`config.mk`:
```
export PLATFORM = sky130hd
export DESIGN_NAME = vector_fetch_engine
export DESIGN_NICKNAME = d
export VERILOG_FILES = /design/src/rtl/vector_fetch_engine.sv
export SDC_FILE = /design/constraint.sdc
export NUM_CORES = 1
export LEC_CHECK = 0
export BUFFER_PORTS_ARGS = -buffer_cell sky130_fd_sc_hd__buf_2
export CORE_MARGIN = 5
export CORE_UTILIZATION = 40
export CTS_CLUSTER_SIZE = 12
export DETAILED_ROUTE_END_ITERATION = 8
export GPL_TIMING_DRIVEN = 1
export PLACE_DENSITY = 0.74
export SLEW_MARGIN = 25
export SYNTH_ARGS = -nofsm -noshare
export SYNTH_HDL_FRONTEND = slang
export SYNTH_SLANG_ARGS = --single-unit
```
`constraint.sdc`:
```
create_clock -name clk -period 1.9 [get_ports clk]
set_input_delay 0.38 -clock clk [delete_from_list [all_inputs] [get_ports clk]]
set_output_delay 0.38 -clock clk [all_outputs]
set_load 0.05 [all_outputs]
```
`src/rtl/vector_fetch_engine.sv`:
```
// Single-outstanding vector fetcher: pops an address, issues a one-beat read and pushes the data.
// Optional read timeout is built when FETCH_TIMEOUT_EN is defined.
module vector_fetch_engine #(
  parameter int VCTR_W         = 32,
  parameter int TIMEOUT_CYCLES = 256
) (
  input  logic              clk,
  input  logic              reset,
  input  logic              run_program,
  input  logic [31:0]       addr_fifo_dout,
  input  logic              addr_fifo_empty,
  output logic              addr_fifo_rd,
  output logic [31:0]       master_addr,
  output logic              master_rd,
  input  logic [VCTR_W-1:0] master_data_in,
  input  logic              master_data_in_val,
  output logic [VCTR_W-1:0] vctr_fifo_din,
  output logic              vctr_fifo_wr,
  input  logic              vctr_fifo_full,
  input  logic [15:0]       words_in_vctr_fifo,
  input  logic [15:0]       vector_fifo_threshold,
  output logic              fetch_busy,
  output logic [15:0]       fetch_cnt,
  output logic              rd_timeout_err
);

  typedef enum logic [2:0] {
    S_IDLE  = 3'd0,
    S_LATCH = 3'd1,
    S_ISSUE = 3'd2,
    S_WAIT  = 3'd3,
    S_PUSH  = 3'd4
  } state_t;

  state_t            state_q;
  logic [31:0]       master_addr_q;
  logic              master_rd_q;
  logic [VCTR_W-1:0] vctr_din_q;
  logic [15:0]       fetch_cnt_q;
  logic              run_q;
  logic              run_rise;
  logic              start;
  logic              push_ok;

  // All strobes are single-cycle: the addr FIFO pops on the edge closing an addr_fifo_rd cycle and
  // presents data the cycle after; a vctr_fifo_wr cycle transfers vctr_fifo_din on its closing edge.
  assign start = (state_q == S_IDLE) && run_program && !addr_fifo_empty && !vctr_fifo_full &&
                 (words_in_vctr_fifo < vector_fifo_threshold) && !reset;
  assign push_ok  = (state_q == S_PUSH) && !vctr_fifo_full && !reset;
  assign run_rise = run_program && !run_q;

  assign addr_fifo_rd  = start;
  assign vctr_fifo_wr  = push_ok;
  assign master_addr   = master_addr_q;
  assign master_rd     = master_rd_q;
  assign vctr_fifo_din = vctr_din_q;
  assign fetch_busy    = (state_q != S_IDLE);
  assign fetch_cnt     = fetch_cnt_q;

`ifdef FETCH_TIMEOUT_EN
  logic [15:0] tmo_q;
  logic        err_q;
  assign rd_timeout_err = err_q;
`else
  assign rd_timeout_err = 1'b0;
`endif

  always_ff @(posedge clk) begin
    if (reset) begin
      state_q       <= S_IDLE;
      master_addr_q <= '0;
      master_rd_q   <= 1'b0;
      vctr_din_q    <= '0;
      fetch_cnt_q   <= '0;
      run_q         <= 1'b0;
`ifdef FETCH_TIMEOUT_EN
      tmo_q         <= '0;
      err_q         <= 1'b0;
`endif
    end else begin
      run_q       <= run_program;
      master_rd_q <= 1'b0;
      case (state_q)
        S_IDLE: begin
          if (start) state_q <= S_LATCH;
        end
        S_LATCH: begin
          // FIFO data is valid now, one cycle after the pop; master_rd pulses next cycle.
          master_addr_q <= addr_fifo_dout;
          master_rd_q   <= 1'b1;
          state_q       <= S_ISSUE;
        end
        S_ISSUE: begin
          state_q <= S_WAIT;
`ifdef FETCH_TIMEOUT_EN
          tmo_q   <= '0;
`endif
        end
        S_WAIT: begin
          if (master_data_in_val) begin
            vctr_din_q <= master_data_in;
            state_q    <= S_PUSH;
`ifdef FETCH_TIMEOUT_EN
          end else if (tmo_q == 16'(TIMEOUT_CYCLES - 1)) begin
            err_q   <= 1'b1;
            state_q <= S_IDLE;
          end else begin
            tmo_q <= tmo_q + 16'd1;
`endif
          end
        end
        S_PUSH: begin
          if (push_ok) begin
            state_q <= S_IDLE;
            if (fetch_cnt_q != 16'hFFFF) fetch_cnt_q <= fetch_cnt_q + 16'd1;
          end
        end
        default: state_q <= S_IDLE;
      endcase
      // A new run starts from clean statistics, even over a push in the same cycle.
      if (run_rise) begin
        fetch_cnt_q <= '0;
`ifdef FETCH_TIMEOUT_EN
        err_q       <= 1'b0;
`endif
      end
    end
  end

endmodule
```
==> results.yml <==
worst_setup_path:
  r2r_cells: 6
  worstPathCellList: "buf_6 > inv_4 > ha_4 > a2111o_1 > a21oi_2 > o21ai_2 > a211oi_4 > buf_6"
  timing.critical_path.buf_inv: 3
  cp-start-kind: "primary input"
  crit_slowest_cell: "a2111o_1"
  r2r_end: "fetch_cnt[7]"
  worst_path_largest_cell_delay_ns: 0.38
  rr_startpoint: "fetch_cnt[8]"
  r2r_slack_ns: 0.23
  cp_common_cell: "buf_6"
  cp-end-kind: "primary output"
  path_max_fanout: 2
  arrival_ns: 1.74
  worstSetupPathType: "in -> out"
  cp_top_family: "compound AO/OA/AOI/OAI gates"
  worst-endpoint-required_ns: 1.52
timing:
  fin_skew_ns: 0.0210
  maxSlewHeadroom: 0.544
  drv_slew: 0
  tightest_slew_ns: 0.684
  layout_setup_ws_ns: -0.221
  setup_violations: 1
  finalHoldViolCount: 0
  period_needed_ns: 2.12
  fmax_mhz: 471
  post-route-period-util: 1.12
  rsz0062_at_grt: "yes"
global_route:
  track_usage: 0.182
  grt_pass1_vias: 3724
  grt_first_pass_wirelength_um: 16900
  grt_max_degree: 40
  grt_overflow: 0
  grt_antenna_before_repair: 1
die:
  rows: 34
  ios: 187
  die_x_um: 105
  die_area_mm2: 0.0111
  initial_core_util: 0.413
  core_mm2: 0.00881
  die_h_um: 105
pwr:
  power.total_mw: 3.41
  power.density_mw_per_mm2: 693
  ir_drop_v: 0.000412
  p_leak_nw: 2.22
logic_synthesis:
  synth_ff_type: "dfxtp_1"
  ys_seq_elements: 85
  synth_area_leaders: "dfxtp_1 47%, nand2_1 14%, a21oi_1 10%"
  syn-num-nets: 578
  syn_area_mm2: 0.00364
  synth-async-reset-ratio: 0
  ys_seq_area_frac: 0.468
  syn_inst: 460
  synth_top_cell_area_share: 0.468
  synth_top_area_cell: "dfxtp_1"
  synth_edf_count: 0
  ys_warn_count: 0
  postSynthAreaPerCell_um2: 7.90
  yosys.cell_types.count: 44
clock_network:
  h-tree-depth: 3
  clkTransAtPathRegs_ns: 0.10
  clk-insertion-delay-late_ns: 0.34
  cts_tree: "yes"
  cts_resized: 8
  cts-buffers-inserted: 9
  hold_buffers: 0
  postCtsSetupRepairBufs: 0
  clock-sinks: 85
  cts_root_buf: "clkbuf_8"
  cts_buffer_depth: 2
run_status:
  violations: "negative setup slack"
  status: "finished, violations left"
drt:
  dr.pass1.iters: 4
  drcViolationCount: 0
  drt_iter0_markers: 129
  viasPerCell: 4.84
  routedWlPerCell_um: 13.4
  vias: 3648
  routed_wl_um: 10100
  ant_nets: 0
job:
  cap_violations: 0
cells_and_area:
  final_common_cell: "buf_2"
  drive_above_1_share: 0.371
  fin_nets: 758
  antenna_cells: 0
  most-common-layout-cells: "181 x buf_2, 138 x nand2_1, 79 x dfxtp_1, 73 x a21oi_1, 22 x inv_1"
  synthToLayoutAreaGrowth_pct: 35.5
  utilization: 0.559
placement:
  io_buffers: 185
  place_congestion: 0.900
  dpl.hpwl_um: 7790
hold_path:
  hold_class: "in -> reg"
  holdPathStages: 3
  hp-start: "master_data_in[17]"
  min_to: "vctr_fifo_din[17]"
[state kept, by name, summed over array words and instances, names as in the netlist]
signal / cells
master_rd: 1
run_q: 1
state_q: 3
vctr_fifo_din: 32
fetch_cnt: 16
master_addr: 32
[worst reg2reg max path: cells and delay by family (launching register included)]
| family | cells | cell delay, ns |
|---|---|---|
| AO/OA/AOI/OAI | 2 | 0.46 |
| buffers and inverters | 1 | 0.17 |
| flip-flops | 1 | 0.37 |
| AND/OR/NAND/NOR | 3 | 0.60 |
[metal layers]
layer / track usage / share of wire / vias up
met5: 0 / 0.0013 / -
li1: - / - / 1875
met4: 0.0487 / 0.0096 / 2
met2: 0.322 / 0.51 / 105
met1: 0.206 / 0.40 / 1654
met3: 0.0685 / 0.081 / 12
[report_power, final]
| group | internal, mW | switching, mW |
|---|---|---|
| Combinational | 0.169 | 0.276 |
| Clock | 0.482 | 0.660 |
| Sequential | 1.81 | 0.0159 |
| Total | 2.46 | 0.952 |
[per-stage QoR]
stage	setup TNS (ns)	worst slack (ns)	instances	hold slack [ns]	instance area, um^2
after CTS	-0.227	-0.227	753	0.239	4910
final	-0.221	-0.221	753	0.260	4930
after floorplan	-0.251	-0.251	460	0.508	3660
after global routing	-0.277	-0.277	753	0.235	4930
after detailed placement	-0.515	-0.377	737	0.443	4700
after global placement	-0.446	-0.330	737	0.439	4700
[kinds of logic after synthesis]
family | share of synthesized area
compound gates | 0.149
xor+xnor | 0.0241
fa+ha+maj | 0.0551
buf+inv | 0.0606
flops | 0.468
mux | 0.00860
other cells | 0.00103
simple gates | 0.233
[worst max path at each step]
stage,startpoint,to,cells after the start
floorplan,vector_fifo_threshold[1],addr_fifo_rd,6
global placement,words_in_vctr_fifo[1],addr_fifo_rd,7
detailed placement,words_in_vctr_fifo[1],addr_fifo_rd,7
CTS,vector_fifo_threshold[1],addr_fifo_rd,8
global route,vector_fifo_threshold[1],addr_fifo_rd,8
finish,vector_fifo_threshold[1],addr_fifo_rd,8
[layout make-up]
class,instances,area (um^2)
fillers,856,3880
well taps,108,135
flip-flops and latches,85,1710
inverters,23,88.8
clock inverters,6,47.5
repair buffers,198,1040
clock buffers,10,128
multi-input cells,323,1770
[synthesized netlist by cell type, types with 3 or more instances]
master,count
o21ai_0,5
clkbuf_1,22
xnor2_1,9
nor2_1,22
buf_4,4
ha_1,16
a211oi_1,6
inv_1,23
nand3_1,11
nand2_1,138
a21oi_1,75
nand4_1,4
nor4_1,3
dfxtp_1,85
(Power assumes the default switching activity.)
